--- src/rtl/bht_predictor.sv ---
// -----------------------------------------------------------------------------
// bht_predictor
//   Branch history table of saturating counters indexed by the fetch PC.
//   The lookup side is purely combinational and sits in the IF stage.
//   Counters are trained from the EX stage through the resolve-time update
//   port. Two 32-bit saturating statistics counters track resolved branches
//   and mispredicts.
//
// Optional feature macro: BHT_GSHARE_EN
//   When defined, a GHR_W-bit global history register is built. It is XORed
//   into the low bits of the table index and is shifted at resolve time only,
//   so the history is non-speculative.
//
// Ports
//   clk, rst        clock; synchronous active-high reset
//   pred_valid      fetch slot valid
//   pred_opcode     opcode of the fetched instruction
//   pred_pc         PC of the fetched instruction
//   pred_branch     fetched instruction is a conditional branch
//   pred_taken      predicted taken
//   pred_cnt        counter value read for this lookup
//   pred_idx        table index used (carried down the pipe to upd_idx)
//   pred_pc_out     pred_pc when pred_branch=1, else 0
//   upd_valid       one branch resolved this cycle
//   upd_idx         index that branch was predicted with
//   upd_taken       actual branch outcome
//   upd_mispredict  prediction was wrong
//   stat_br         resolved-branch count (saturating)
//   stat_mis        mispredict count (saturating)
// -----------------------------------------------------------------------------
module bht_predictor #(
    parameter int         ENTRIES   = 64,
    parameter int         CNT_W     = 2,
    parameter int         GHR_W     = 6,
    parameter logic [6:0] BR_OPCODE = 7'b1100011
) (
    input  logic                        clk,
    input  logic                        rst,
    input  logic                        pred_valid,
    input  logic [6:0]                  pred_opcode,
    input  logic [31:0]                 pred_pc,
    output logic                        pred_branch,
    output logic                        pred_taken,
    output logic [CNT_W-1:0]            pred_cnt,
    output logic [$clog2(ENTRIES)-1:0]  pred_idx,
    output logic [31:0]                 pred_pc_out,
    input  logic                        upd_valid,
    input  logic [$clog2(ENTRIES)-1:0]  upd_idx,
    input  logic                        upd_taken,
    input  logic                        upd_mispredict,
    output logic [31:0]                 stat_br,
    output logic [31:0]                 stat_mis
);

    localparam int IDX_W = $clog2(ENTRIES);

    // Weakly not-taken: MSB clear, all lower bits set.
    localparam logic [CNT_W-1:0] RST_CNT = {1'b0, {(CNT_W-1){1'b1}}};
    localparam logic [CNT_W-1:0] CNT_MAX = {CNT_W{1'b1}};
    localparam logic [CNT_W-1:0] CNT_MIN = {CNT_W{1'b0}};
    localparam logic [CNT_W-1:0] CNT_ONE = {{(CNT_W-1){1'b0}}, 1'b1};
    localparam logic [31:0]      STAT_MAX = 32'hFFFF_FFFF;

    // One saturating step of a prediction counter toward taken or not-taken.
    function automatic logic [CNT_W-1:0] cnt_step(input logic [CNT_W-1:0] cnt,
                                                  input logic             up);
        logic [CNT_W-1:0] res;
        res = cnt;
        if (up) begin
            if (cnt != CNT_MAX) begin
                res = cnt + CNT_ONE;
            end else begin
                res = cnt;
            end
        end else begin
            if (cnt != CNT_MIN) begin
                res = cnt - CNT_ONE;
            end else begin
                res = cnt;
            end
        end
        return res;
    endfunction

    // Saturating increment for the 32-bit statistics counters.
    function automatic logic [31:0] stat_inc(input logic [31:0] val);
        logic [31:0] res;
        if (val != STAT_MAX) begin
            res = val + 32'd1;
        end else begin
            res = val;
        end
        return res;
    endfunction

    logic [CNT_W-1:0] table_r [ENTRIES];
    logic [IDX_W-1:0] base_idx_s;
    logic [CNT_W-1:0] upd_cnt_next_s;
    logic [31:0]      stat_br_r;
    logic [31:0]      stat_mis_r;

    // Word-aligned PC: bits [1:0] never contribute to the index.
    assign base_idx_s = pred_pc[IDX_W+1:2];

`ifdef BHT_GSHARE_EN
    logic [GHR_W-1:0] ghr_r;
    logic [GHR_W-1:0] ghr_next_s;

    // Shift the resolved outcome into the history; a loop avoids an empty
    // slice when GHR_W is 1.
    always_comb begin
        ghr_next_s    = ghr_r;
        ghr_next_s[0] = upd_taken;
        for (int i = 1; i < GHR_W; i++) begin
            ghr_next_s[i] = ghr_r[i-1];
        end
    end

    // Global history register, advanced only when a branch resolves.
    always_ff @(posedge clk) begin
        if (rst) begin
            ghr_r <= {GHR_W{1'b0}};
        end else if (upd_valid) begin
            ghr_r <= ghr_next_s;
        end
    end

    // Lookup uses the pre-update history of this cycle.
    assign pred_idx = base_idx_s ^ IDX_W'(ghr_r);
`else
    assign pred_idx = base_idx_s;
`endif

    // Combinational lookup; no bypass from a same-cycle update.
    always_comb begin
        pred_branch = pred_valid & (pred_opcode == BR_OPCODE);
        pred_cnt    = table_r[pred_idx];
        pred_taken  = pred_branch & pred_cnt[CNT_W-1];
        if (pred_branch) begin
            pred_pc_out = pred_pc;
        end else begin
            pred_pc_out = 32'h0000_0000;
        end
    end

    // Next value of the counter being trained this cycle.
    always_comb begin
        upd_cnt_next_s = cnt_step(table_r[upd_idx], upd_taken);
    end

    // Counter table in flops so the whole table resets in one cycle.
    always_ff @(posedge clk) begin
        if (rst) begin
            for (int i = 0; i < ENTRIES; i++) begin
                table_r[i] <= RST_CNT;
            end
        end else if (upd_valid) begin
            table_r[upd_idx] <= upd_cnt_next_s;
        end
    end

    // Resolved-branch and mispredict statistics; reset drops a same-cycle update.
    always_ff @(posedge clk) begin
        if (rst) begin
            stat_br_r  <= 32'h0000_0000;
            stat_mis_r <= 32'h0000_0000;
        end else if (upd_valid) begin
            stat_br_r <= stat_inc(stat_br_r);
            if (upd_mispredict) begin
                stat_mis_r <= stat_inc(stat_mis_r);
            end
        end
    end

    assign stat_br  = stat_br_r;
    assign stat_mis = stat_mis_r;

endmodule

--- config.mk ---
export PLATFORM = sky130hd
export DESIGN_NAME = bht_predictor
export DESIGN_NICKNAME = d
export VERILOG_FILES = /design/src/rtl/bht_predictor.sv
export SDC_FILE = /design/constraint.sdc
export NUM_CORES = 1
export LEC_CHECK = 0
export CORE_AREA = 5 5 177 179
export CTS_BUF_LIST = sky130_fd_sc_hd__clkbuf_4 sky130_fd_sc_hd__clkbuf_8
export DETAILED_ROUTE_END_ITERATION = 6
export DIE_AREA = 0 0 182 184
export HOLD_SLACK_MARGIN = 0.12
export PLACE_DENSITY = 0.64
export SLEW_MARGIN = 5
export SYNTH_ARGS = -nofsm -noshare
export SYNTH_HDL_FRONTEND = slang
export SYNTH_SLANG_ARGS = --single-unit
--- constraint.sdc ---
create_clock -name clk -period 2.4 [get_ports clk]
set_input_delay 0.24 -clock clk [delete_from_list [all_inputs] [get_ports clk]]
set_output_delay 0.24 -clock clk [all_outputs]
set_load 0.02 [all_outputs]
; After elaboration in Yosys (flattened, before gate mapping)
; Memory sizes are Yosys's and may differ from the RTL's.
; Index checks and enable logic that the tools add are counted.
[totals]
ff_bits = 64
ramBits = 128
mem_count = 1
[op_classes]
addsub = 4
eq_ne = 4
mux = 12
bitwise_logic = 2
n_reduce_logical = 4
[mem_list]
columns = memory, depth, word_bits, rd, rd_ports_with_merged_regs, write_ports, line_no
row1 = table_r, 64, 2, 2, 0, 64, 96  ; logic [CNT_W-1:0] table_r [ENTRIES];
[op_table]
columns = operator, count
row1 = "32-bit by 1-bit adder with 32-bit output, second input constant", 2
row2 = "32-bit inequality test, second input constant", 2
row3 = 32-bit two-way mux, 1
row4 = 2-bit two-way mux, 4
row5 = "7-bit equality test, second input constant", 1
row6 = 1-bit two-way mux, 6
row7 = 6-bit two-way mux, 1
row8 = 3-bit AND reduction, 1
row9 = "2-bit by 1-bit adder with 2-bit output, second input constant", 1
row10 = 1-bit bitwise AND, 2
row11 = "2-bit inequality test, second input constant", 1
row12 = 2-bit AND reduction, 1
row13 = 2-bit nonzero test, 1
row14 = 2-bit OR reduction, 1
row15 = "2-bit by 1-bit subtractor with 2-bit output, second input constant", 1

; Longest topological paths before layout
; Gate-level depths: netlist (run 1).
[logic_depth]
ltp_word = 5
depth_mapped = 11
ltp_nobuf = 7

; Least setup slack after synthesis (run 1)
; No wires, ideal clock.
[synth_timing]
kind = input to output
startpoint = input port pred_pc[3]
endpoint = output port pred_cnt[0]
arrival_time_ns = 2.476
setup_slack_ns = -0.316
stages = 6
path_buffers = 3
path_cell_list = clkbuf_1 clkbuf_1 buf_1 mux4_2 mux4_2 mux4_2
[synth_via]
elab_chain_cells = 1
[synth_rtl]
columns = element, line_no
row1 = "start, declared", 41  ; input logic [31:0] pred_pc,
row2 = memory 64 x 2 bit, --
row3 = "end, declared", 44  ; output logic [CNT_W-1:0] pred_cnt,
; No other way between the ends.

==> flow_metrics.env, run 1 <==
export IMPL_status="finished, violations left"
export IMPL_failed_checks="negative setup slack"
export IMPL_path_cells="mux4_2 > mux4_2 > mux4_2 > and2_4 > buf_6"
export IMPL_vias_per_cell=5.70
export IMPL_tightest_slew_ps=684
export IMPL_routedWlPerCell_um=21.7
export IMPL_cts_root_buf="clkbuf_8"
export IMPL_grt_pass1_vias=9738
export IMPL_finalPower_uw=7490
export IMPL_synthTopCellsByArea="edfxtp_1, mux4_2, dfxtp_1"
export IMPL_synth_seq_cells=192
export IMPL_io_pins=157
export IMPL_slew_viol_final=0
export IMPL_final_common_cell="edfxtp_1"
export IMPL_hold_viol=0
export IMPL_gp_congestion=0.897
export IMPL_die_width_um=182
export IMPL_ys_warnings_count=0
export IMPL_cp_num_buf_inv=1
export IMPL_grt_pass1_wl_um=55800
export IMPL_fin_ws_ps=-564
export IMPL_worstSetupPathType="reg -> out"
export IMPL_cts_tree="built"
export IMPL_cts_htree_levels=4
export IMPL_power_density_mw_per_mm2=477
export IMPL_start_kind="flip-flop"
export IMPL_min_period_over_period_pct=124
export IMPL_netlist_area_mm2=0.0110
export IMPL_setup_viol=131
export IMPL_core_mm2=0.0294
export IMPL_whs_ps=267
export IMPL_drtPass1Iterations=5
export IMPL_hp_class="in -> reg"
export IMPL_grtUsageTotal_pct=21.4
export IMPL_end_kind="output port"
export IMPL_wl_um=36500
export IMPL_synth_fa_ha_area_share_pct=0.433
export IMPL_path_common_cell="mux4_2"
export IMPL_syn_nets=1068
export IMPL_final_cells=1686
export IMPL_vias=9602
export IMPL_insertion_delay_ps=480
export IMPL_ys_seq_area_share_pct=46.7
export IMPL_synth_edf_count=128
export IMPL_vdd_drop_max_uv=350
export IMPL_synth_top_cell_area_share_pct=35.0
export IMPL_max_freq_ghz=0.337
export IMPL_max_slew_margin_rel_pct=54.2
export IMPL_yosys_area_share_simple_pct=24.0
export IMPL_async_flop_share_pct=0
export IMPL_clkTransAtPathRegs_ps=120
export IMPL_dieHeight_um=184
export IMPL_worst_path_max_fanout=2
export IMPL_dp_hpwl_um=24800
export IMPL_areaGrowthSynthToFinish_pct=42.8
export IMPL_fillers=2519
export IMPL_slowest_delay_ps=540
export IMPL_min_period_ps=2960
export IMPL_io_buffer_count=156
export IMPL_cap_violations=0
export IMPL_synth_top_family_by_area="simple AND/OR/NAND/NOR gates"
export IMPL_syn_area_per_cell_um2=10.8
export IMPL_skew_ps=28.3
export IMPL_synth_cells=1015
export IMPL_crit_required_ps=2160
export IMPL_drcViolationCount=0
export IMPL_final_cell_mix="edfxtp_1, buf_4, clkdlybuf4s50_1, nor2_1, nand2_1"
export IMPL_drt_initial_drc_count=869
export IMPL_dpl_cell_count=1613
export IMPL_drive_gt1_share_pct=34.4
export IMPL_drtAntennaViolNets=0
export IMPL_synth_compound_area_share_pct=5.51
export IMPL_yosys_mux_area_fraction_pct=14.1
export IMPL_p_leak_uw=0.00594
export IMPL_synth_cell_types=53
export IMPL_start_util_pct=37.4
export IMPL_clk_path_buf_depth=2
export IMPL_grt_overflow=0
export IMPL_rsz0062_at_grt="true"
export IMPL_cts_sinks=192
export IMPL_die_area_mm2=0.0335
export IMPL_critPathTopFamily="multiplexers"
export IMPL_cp_arrival_ps=2720
export IMPL_nets=1335
export IMPL_regArea_mm2=0.00512
export IMPL_cts_made_buffers=17
export IMPL_rows=63
export IMPL_grt_max_degree=59
export IMPL_multiInputGateArea_mm2=0.00606
export IMPL_tns_ps=-50620
export IMPL_synth_xor_area_share_pct=4.23
export IMPL_slowest_stage="mux4_2"
export IMPL_antenna_found_initial=0
export IMPL_synth_top_area_cell="edfxtp_1"
export IMPL_synth_main_ff_cell="edfxtp_1"
export IMPL_cts_hold_buffers=0
## worst reg2reg max path, cell delays in order, from the launching register on
cell      delay, ps
edfxtp_1        450
mux4_2          490
mux2i_1         260
o22ai_2         150
a221oi_2        210
and3_1          230
buf_4           120
maj3_2          220
buf_12          120
buf_12          120
buf_12          120
buf_16          150
nor3_2           40
## cell usage after synthesis (7+ instances only)
cell type / n
a21o_1: 28
a21oi_1: 15
a221oi_1: 7
and2_1: 43
and3_1: 13
and4_1: 16
buf_2: 12
buf_4: 14
buf_6: 16
clkbuf_1: 42
dfxtp_1: 64
edfxtp_1: 128
inv_1: 9
mux2_2: 9
mux2i_1: 10
mux4_2: 60
nand2_1: 80
nand2b_1: 18
nand3_1: 79
nand3b_1: 8
nand4_1: 15
nor2_1: 108
nor3_1: 46
nor3_2: 15
nor3b_1: 7
nor4_1: 11
o21ai_0: 20
or2_2: 16
or3_1: 11
xnor2_1: 33
xor2_1: 20
## worst paths after layout
kind,from,to,slack [ps],cells past startpoint
max,table_r[5][1],pred_taken,-560,5
min,rst,table_r[56][1],270,2
max reg2reg,table_r[44][1],table_r[59][1],-510,12
min reg2reg,stat_mis[6],stat_mis[6],520,2
## area by class of cell
class,instances,share of cell area (%)
well taps,390,3.11
inverters,10,0.239
multi-input cells,726,38.7
clock inverters,13,0.885
flip-flops and latches,192,32.7
clock buffers,19,1.63
repair buffers,335,22.8
diodes,1,0.0160
## sequential cells by signal, indices dropped and copies added, names as in the netlist
register / flops
stat_mis: 32
stat_br: 32
table_r: 128
## routing by layer
metal  share of wire (%)  up-vias  wire length (um)  global-route usage, %
li1                    -     4294                 -                      -
met4                 3.8        0              1380                   8.86
met5                   0        -                 0                      0
met3                 9.6       94              3490                   6.67
met1                  39     4682             14300                   26.1
met2                  48      532             17400                   35.4
## logic make-up after synthesis
family          after synthesis
flops                       192
xor+xnor                     53
mux                          79
simple gates                499
buf+inv                      97
compound gates               91
fa+ha+maj                     4
## report_power, final
group / total, uW / switching (uW) / internal, uW
clock: 2200 / 1260 / 942
combinational: 1680 / 830 / 848
sequential: 3610 / 45.0 / 3570
total: 7490 / 2130 / 5360
## repair_timing
action                                 CTS  global route
gates cloned                            18             2
resized for setup                      148           108
setup endpoints to repair              163           171
endpoints found under the hold margin    0             0
pin swaps                               23             9
setup buffers                           25             9
## metrics by stage
step | instance area, um^2 | worst slack (ps) | utilization [%]
after floorplan | 11000 | -31.0 | -
after global placement | 13800 | -914 | 46.8
after detailed placement | 13800 | -898 | 46.8
after CTS | 15400 | -595 | 52.5
after global routing | 15700 | -668 | 53.3
final | 15700 | -564 | 53.3
Note: power is estimated with default switching activity, not from simulation.
==> inputs of run 2 (changes only) <==
CTS_BUF_LIST = not set   (was sky130_fd_sc_hd__clkbuf_4 sky130_fd_sc_hd__clkbuf_8)
==> run 2 against run 1 <==
  * The flow still finishes with violations (negative setup slack)
  * Clock skew shrank 16 ps
  * Sequential power is essentially flat
  * Non-clock buffer count shrank 5
  * Utilization grew 0.78 points
  * Wire length grew 1.0%
  * Combinational power is essentially flat
  * Worst setup slack gained 43 ps
  * Sequential cell count is the same
  * Global-route usage grew 0.30 points
==> flow_metrics.env, run 2 (synthesized netlist as in run 1, its figures left out) <==
export IMPL_drive_gt1_share_pct=34.3
export IMPL_cts_htree_levels=4
export IMPL_clkTransAtPathRegs_ps=80
export IMPL_vdd_drop_max_uv=436
export IMPL_grt_max_degree=59
export IMPL_multiInputGateArea_mm2=0.00611
export IMPL_die_area_mm2=0.0335
export IMPL_worstSetupPathType="reg -> out"
export IMPL_cts_root_buf="clkbuf_16"
export IMPL_nets=1330
export IMPL_dpl_cell_count=1613
export IMPL_design_area_mm2=0.0159
export IMPL_regArea_mm2=0.00512
export IMPL_failed_checks="negative setup slack"
export IMPL_dpl_instance_area_mm2=0.0138
export IMPL_io_pins=157
export IMPL_finalPower_uw=8200
export IMPL_status="finished, violations left"
export IMPL_antenna_cells=0
export IMPL_power_density_mw_per_mm2=515
export IMPL_start_kind="flip-flop"
export IMPL_routed_wl_met3_um=3690
export IMPL_max_freq_ghz=0.342
export IMPL_grtUsageTotal_pct=21.7
export IMPL_drtPass1Iterations=5
export IMPL_crit_required_ps=2160
export IMPL_worst_path_max_fanout=2
export IMPL_wl_met1_um=14100
export IMPL_clk_path_buf_depth=2
export IMPL_grt_pass1_wl_um=56500
export IMPL_largest_register_ffs=128
export IMPL_end_kind="output port"
export IMPL_p_leak_uw=0.00600
export IMPL_max_slew_margin_rel_pct=55.1
export IMPL_postLayoutCoreUtil_pct=54.1
export IMPL_slew_viol_final=0
export IMPL_routedWlPerCell_um=21.9
export IMPL_final_common_cell="edfxtp_1"
export IMPL_tns_ps=-44520
export IMPL_min_period_ps=2920
export IMPL_cts_sinks=192
export IMPL_grt_overflow=0
export IMPL_tightest_slew_ps=674
export IMPL_rows=63
export IMPL_final_cells=1680
export IMPL_gp_congestion=0.897
export IMPL_cts_made_buffers=17
export IMPL_start_util_pct=37.4
export IMPL_rsz0062_at_grt="true"
export IMPL_antenna_found_initial=0
export IMPL_io_buffer_count=156
export IMPL_dieHeight_um=184
export IMPL_skew_ps=12.5
export IMPL_areaGrowthSynthToFinish_pct=44.9
export IMPL_wl_um=36900
export IMPL_fillers=2487
export IMPL_setup_viol=131
export IMPL_hp_class="in -> reg"
export IMPL_final_cell_mix="edfxtp_1, buf_4, clkdlybuf4s50_1, nor2_1, nand2_1"
export IMPL_dp_hpwl_um=24800
export IMPL_vias_per_cell=5.73
export IMPL_vias=9626
export IMPL_cp_arrival_ps=2680
export IMPL_cap_violations=0
export IMPL_min_period_over_period_pct=122
export IMPL_fin_ws_ps=-521
export IMPL_wl_met2_um=17200
export IMPL_core_mm2=0.0294
export IMPL_grt_pass1_vias=9819
export IMPL_insertion_delay_ps=440
export IMPL_die_width_um=182
export IMPL_drcViolationCount=0
export IMPL_regMostFlops="table_r"
export IMPL_hold_viol=0
export IMPL_drt_initial_drc_count=820
export IMPL_drtAntennaViolNets=0
export IMPL_cts_tree="built"
export IMPL_top_layer_used="met4"
==> run 2: changes by cell type in the layout (fill, tap and decap cells not counted), sizes merged <==
cell    previous run  this run
buf              185       181
clkbuf            20        19
diode              1         0
==> run 2: layer usage <==
layer  global-route usage [%]  vias up
li1                         -     4274
met1                     26.6     4694
met2                     36.2      542
met3                     6.09      116
met4                     9.25        0
met5                        0        -
==> run 2: path summary, 6_finish.rpt <==
path                                     start              to  slack, ps  depth (start not counted)
worst max-delay path            table_r[13][1]      pred_taken       -520                          5
worst min-delay path                       rst  table_r[56][1]        330                          2
worst max register to register  table_r[55][0]   table_r[0][1]       -410                         11
worst min register to register     stat_mis[6]     stat_mis[6]        520                          2
==> run 2: worst max-delay path: stages, from the launching register on <==
cell and delay, ps:
edfxtp_1 440, mux4_2 460, mux4_2 540, mux4_2 520, and2_4 160, buf_6 120
==> run 2: cell type report <==
class	instances	share of cell area (%)
sequential	192	32.2
clock buffer	19	2.78
inverter	10	0.236
tap	390	3.07
clock inverter	13	0.873
multi-input combinational	726	38.4
timing repair buffer	330	22.5
==> run 2: what timing repair did <==
action / CTS / global route
pin swaps: 25 / 15
resized for setup: 148 / 116
setup endpoints to repair: 163 / 171
buffers inserted: 24 / 3
hold buffers: 0 / 0
cloned: 19 / 1
==> run 2: report_power, final <==
group / internal [uW] / switching (uW)
logic: 865 / 845
registers: 3570 / 45.1
clock network: 1540 / 1340
total: 5970 / 2230
==> run 2: stage by stage <==
stage	hold slack (ps)	setup slack (ps)
CTS	292	-533
finish	325	-521
global route	316	-601
floorplan	502	-31.0
detailed placement	509	-898
global placement	483	-914
==> RTL edit: new RTL, flow settings as in run 2 <==
The option `BHT_GSHARE_EN` is turned on by a define.
--- a/src/rtl/bht_predictor.sv
+++ b/src/rtl/bht_predictor.sv
@@ -30,2 +30,4 @@
 // -----------------------------------------------------------------------------
+`define BHT_GSHARE_EN
+
 module bht_predictor #(
Check against the original RTL: not equivalent (a bounded check fails within 4 cycles, from zero or initial values and one cycle with rst high).
==> RTL edit against run 2 <==
- the run still ends with setup timing left
- final area rose by 1.7%
- worst setup slack got worse by 0.25 ns
- utilization rose by 0.94 points
- cell count rose by 3.6%
- global-route usage rose by 0.25 points
- worst hold slack got worse by 0.073 ns
- combinational power rose by 7%
- power rose by 3.7%
- sequential cell count rose by 6
- fmax fell by 7.9%
- sequential power rose by 3%
- wire length rose by 1.7%
- count of clock-buffer cells in the layout fell by 2
- area after synthesis rose by 0.96%
- largest cell class unchanged
==> RTL edit: results (changes against run 2) <==
\begin{tabular}{lr}
\hline
Metric & Value \\
\hline
\multicolumn{2}{l}{\textbf{Status}} \\
Status & finished, violations left \\
Failing checks & setup timing \\
\multicolumn{2}{l}{\textbf{Power and ir drop}} \\
Pwr/cell area & 525 mW/mm2 (+1.9\%) \\
Static leakage & 5.97 nW (-0.56\%) \\
Max rail drop VDD & 0.000490 V (+13\%) \\
\multicolumn{2}{l}{\textbf{Finish}} \\
Number of nets in the layout & 1391 (+4.6\%) \\
Fraction of final layout cells sized beyond drive strength 1 & 0.345 (+0.00229) \\
Final-layout fill cell count & 2471 (-0.64\%) \\
\multicolumn{2}{l}{\textbf{Placement}} \\
Placed inst area & 0.0141 mm2 (+2.6\%) \\
Final estimated routing congestion in global placement & 0.972 (+8.4\%) \\
Estimated wirelength of the detail-placed design & 25.2 mm (+1.4\%) \\
\multicolumn{2}{l}{\textbf{Route}} \\
Final antenna-violating net count & 0 (unchanged) \\
Routed WL per cell & 21.5 um (-1.9\%) \\
Initial DRT Pass Iterations & 7 (+2) \\
Violation count after the first detailed-route iteration & 795 (-3.0\%) \\
Vias after detailed routing & 9752 (+1.3\%) \\
\multicolumn{2}{l}{\textbf{Logic synthesis}} \\
Number of flops mapped to enable cells by yosys & 128 (unchanged) \\
Commonest cells in the netlist & 128 x edfxtp\_1, 121 x nor2\_1, 100 x nand2\_1 \\
Yosys warning count & 0 (unchanged) \\
Sequential cell area fraction in the yosys report & 0.473 (+0.00641) \\
Leading area contributor after synthesis & edfxtp\_1 \\
Number of distinct standard cells referenced by the synthesized netlist & 58 (+9.4\%) \\
Synthesized net count & 1101 (+3.1\%) \\
Top area cells in the synthesized netlist & edfxtp\_1 35\%, dfxtp\_1 13\%, mux4\_2 11\% \\
\multicolumn{2}{l}{\textbf{Timing}} \\
Final setup violation count & 131 (unchanged) \\
Clock skew after layout & 0.0112 ns (-0.00131 ns) \\
Rel. slew slack & 0.580 (+0.0288) \\
Worst setup margin & -0.771 ns (-0.249 ns) \\
Final setup TNS & -54.38 ns (-9.86 ns) \\
\multicolumn{2}{l}{\textbf{Global route}} \\
Largest net degree at the start of global routing & 131 (+120\%) \\
Global-route usage over all layers & 0.220 (+0.00253) \\
Global-route wire length before repair & 57.2 mm (+1.2\%) \\
\multicolumn{2}{l}{\textbf{Setup path}} \\
Crit path max fanout & 11 (+9) \\
Peak per-stage delay on the critical path & 0.51 ns (-0.03 ns) \\
\multicolumn{2}{l}{\textbf{Clocking}} \\
Number of buffers on the longest clock path & 2 (unchanged) \\
\hline
\end{tabular}
==> RTL edit: worst paths after layout <==
path,startpoint,to,slack (ns),cells after the start
worst max-delay path,ghr_r[1]$_SDFFE_PP0P_,pred_cnt[0],-0.77,8
worst min register to register,stat_br[9]$_SDFFE_PP0P_,stat_br[9]$_SDFFE_PP0P_,0.51,2
worst min-delay path,rst,table_r[2][0]$_SDFFCE_PN1P_,0.25,2
worst max register to register,table_r[39][1]$_SDFFCE_PN0P_,table_r[56][1]$_SDFFCE_PN0P_,-0.50,11
==> RTL edit: cell type report <==
type,instances,share of cell area
multi-input combinational,765,0.390
clock inverter,15,0.0114
clock buffer,17,0.0263
tap,390,0.0301
timing repair buffer,348,0.215
sequential,198,0.324
inverter,8,0.00185
==> RTL edit: per-layer routing <==
metal	vias up	share of wire	track usage
met2	473	0.48	0.362
met5	-	0	0
met3	116	0.074	0.0467
met1	4753	0.40	0.277
met4	0	0.047	0.107
li1	4410	-	-
==> RTL edit: kinds of logic after synthesis <==
kind of cell / Yosys count / share of synthesized area
mux: 97 / 0.152
compound gates: 89 / 0.0527
flops: 198 / 0.473
simple gates: 521 / 0.236
xor+xnor: 54 / 0.0426
buf+inv: 85 / 0.0402
fa+ha+maj: 4 / 0.00417
==> RTL edit: where the power goes <==
group	switching (mW)	total, mW	leakage (nW)	internal [mW]
Clock	1.52	2.94	0.297	1.42
Sequential	0.0575	3.73	1.71	3.67
Combinational	0.920	1.83	3.96	0.913
Total	2.50	8.51	5.97	6.01
==> RTL edit: timing repair <==
item,in CTS,in global routing
resized for setup,164,122
setup endpoints to repair,137,142
setup buffers,30,7
gates cloned,19,1
pin swaps,24,25
==> RTL edit: through the flow <==
| step | instances | setup slack, ns |
|---|---|---|
| global placement | 1668 | -1.22 |
| detailed placement | 1668 | -1.24 |
| CTS | 1749 | -0.813 |
| floorplan | 1048 | -0.228 |
| finish | 1741 | -0.771 |
| global route | 1741 | -0.833 |
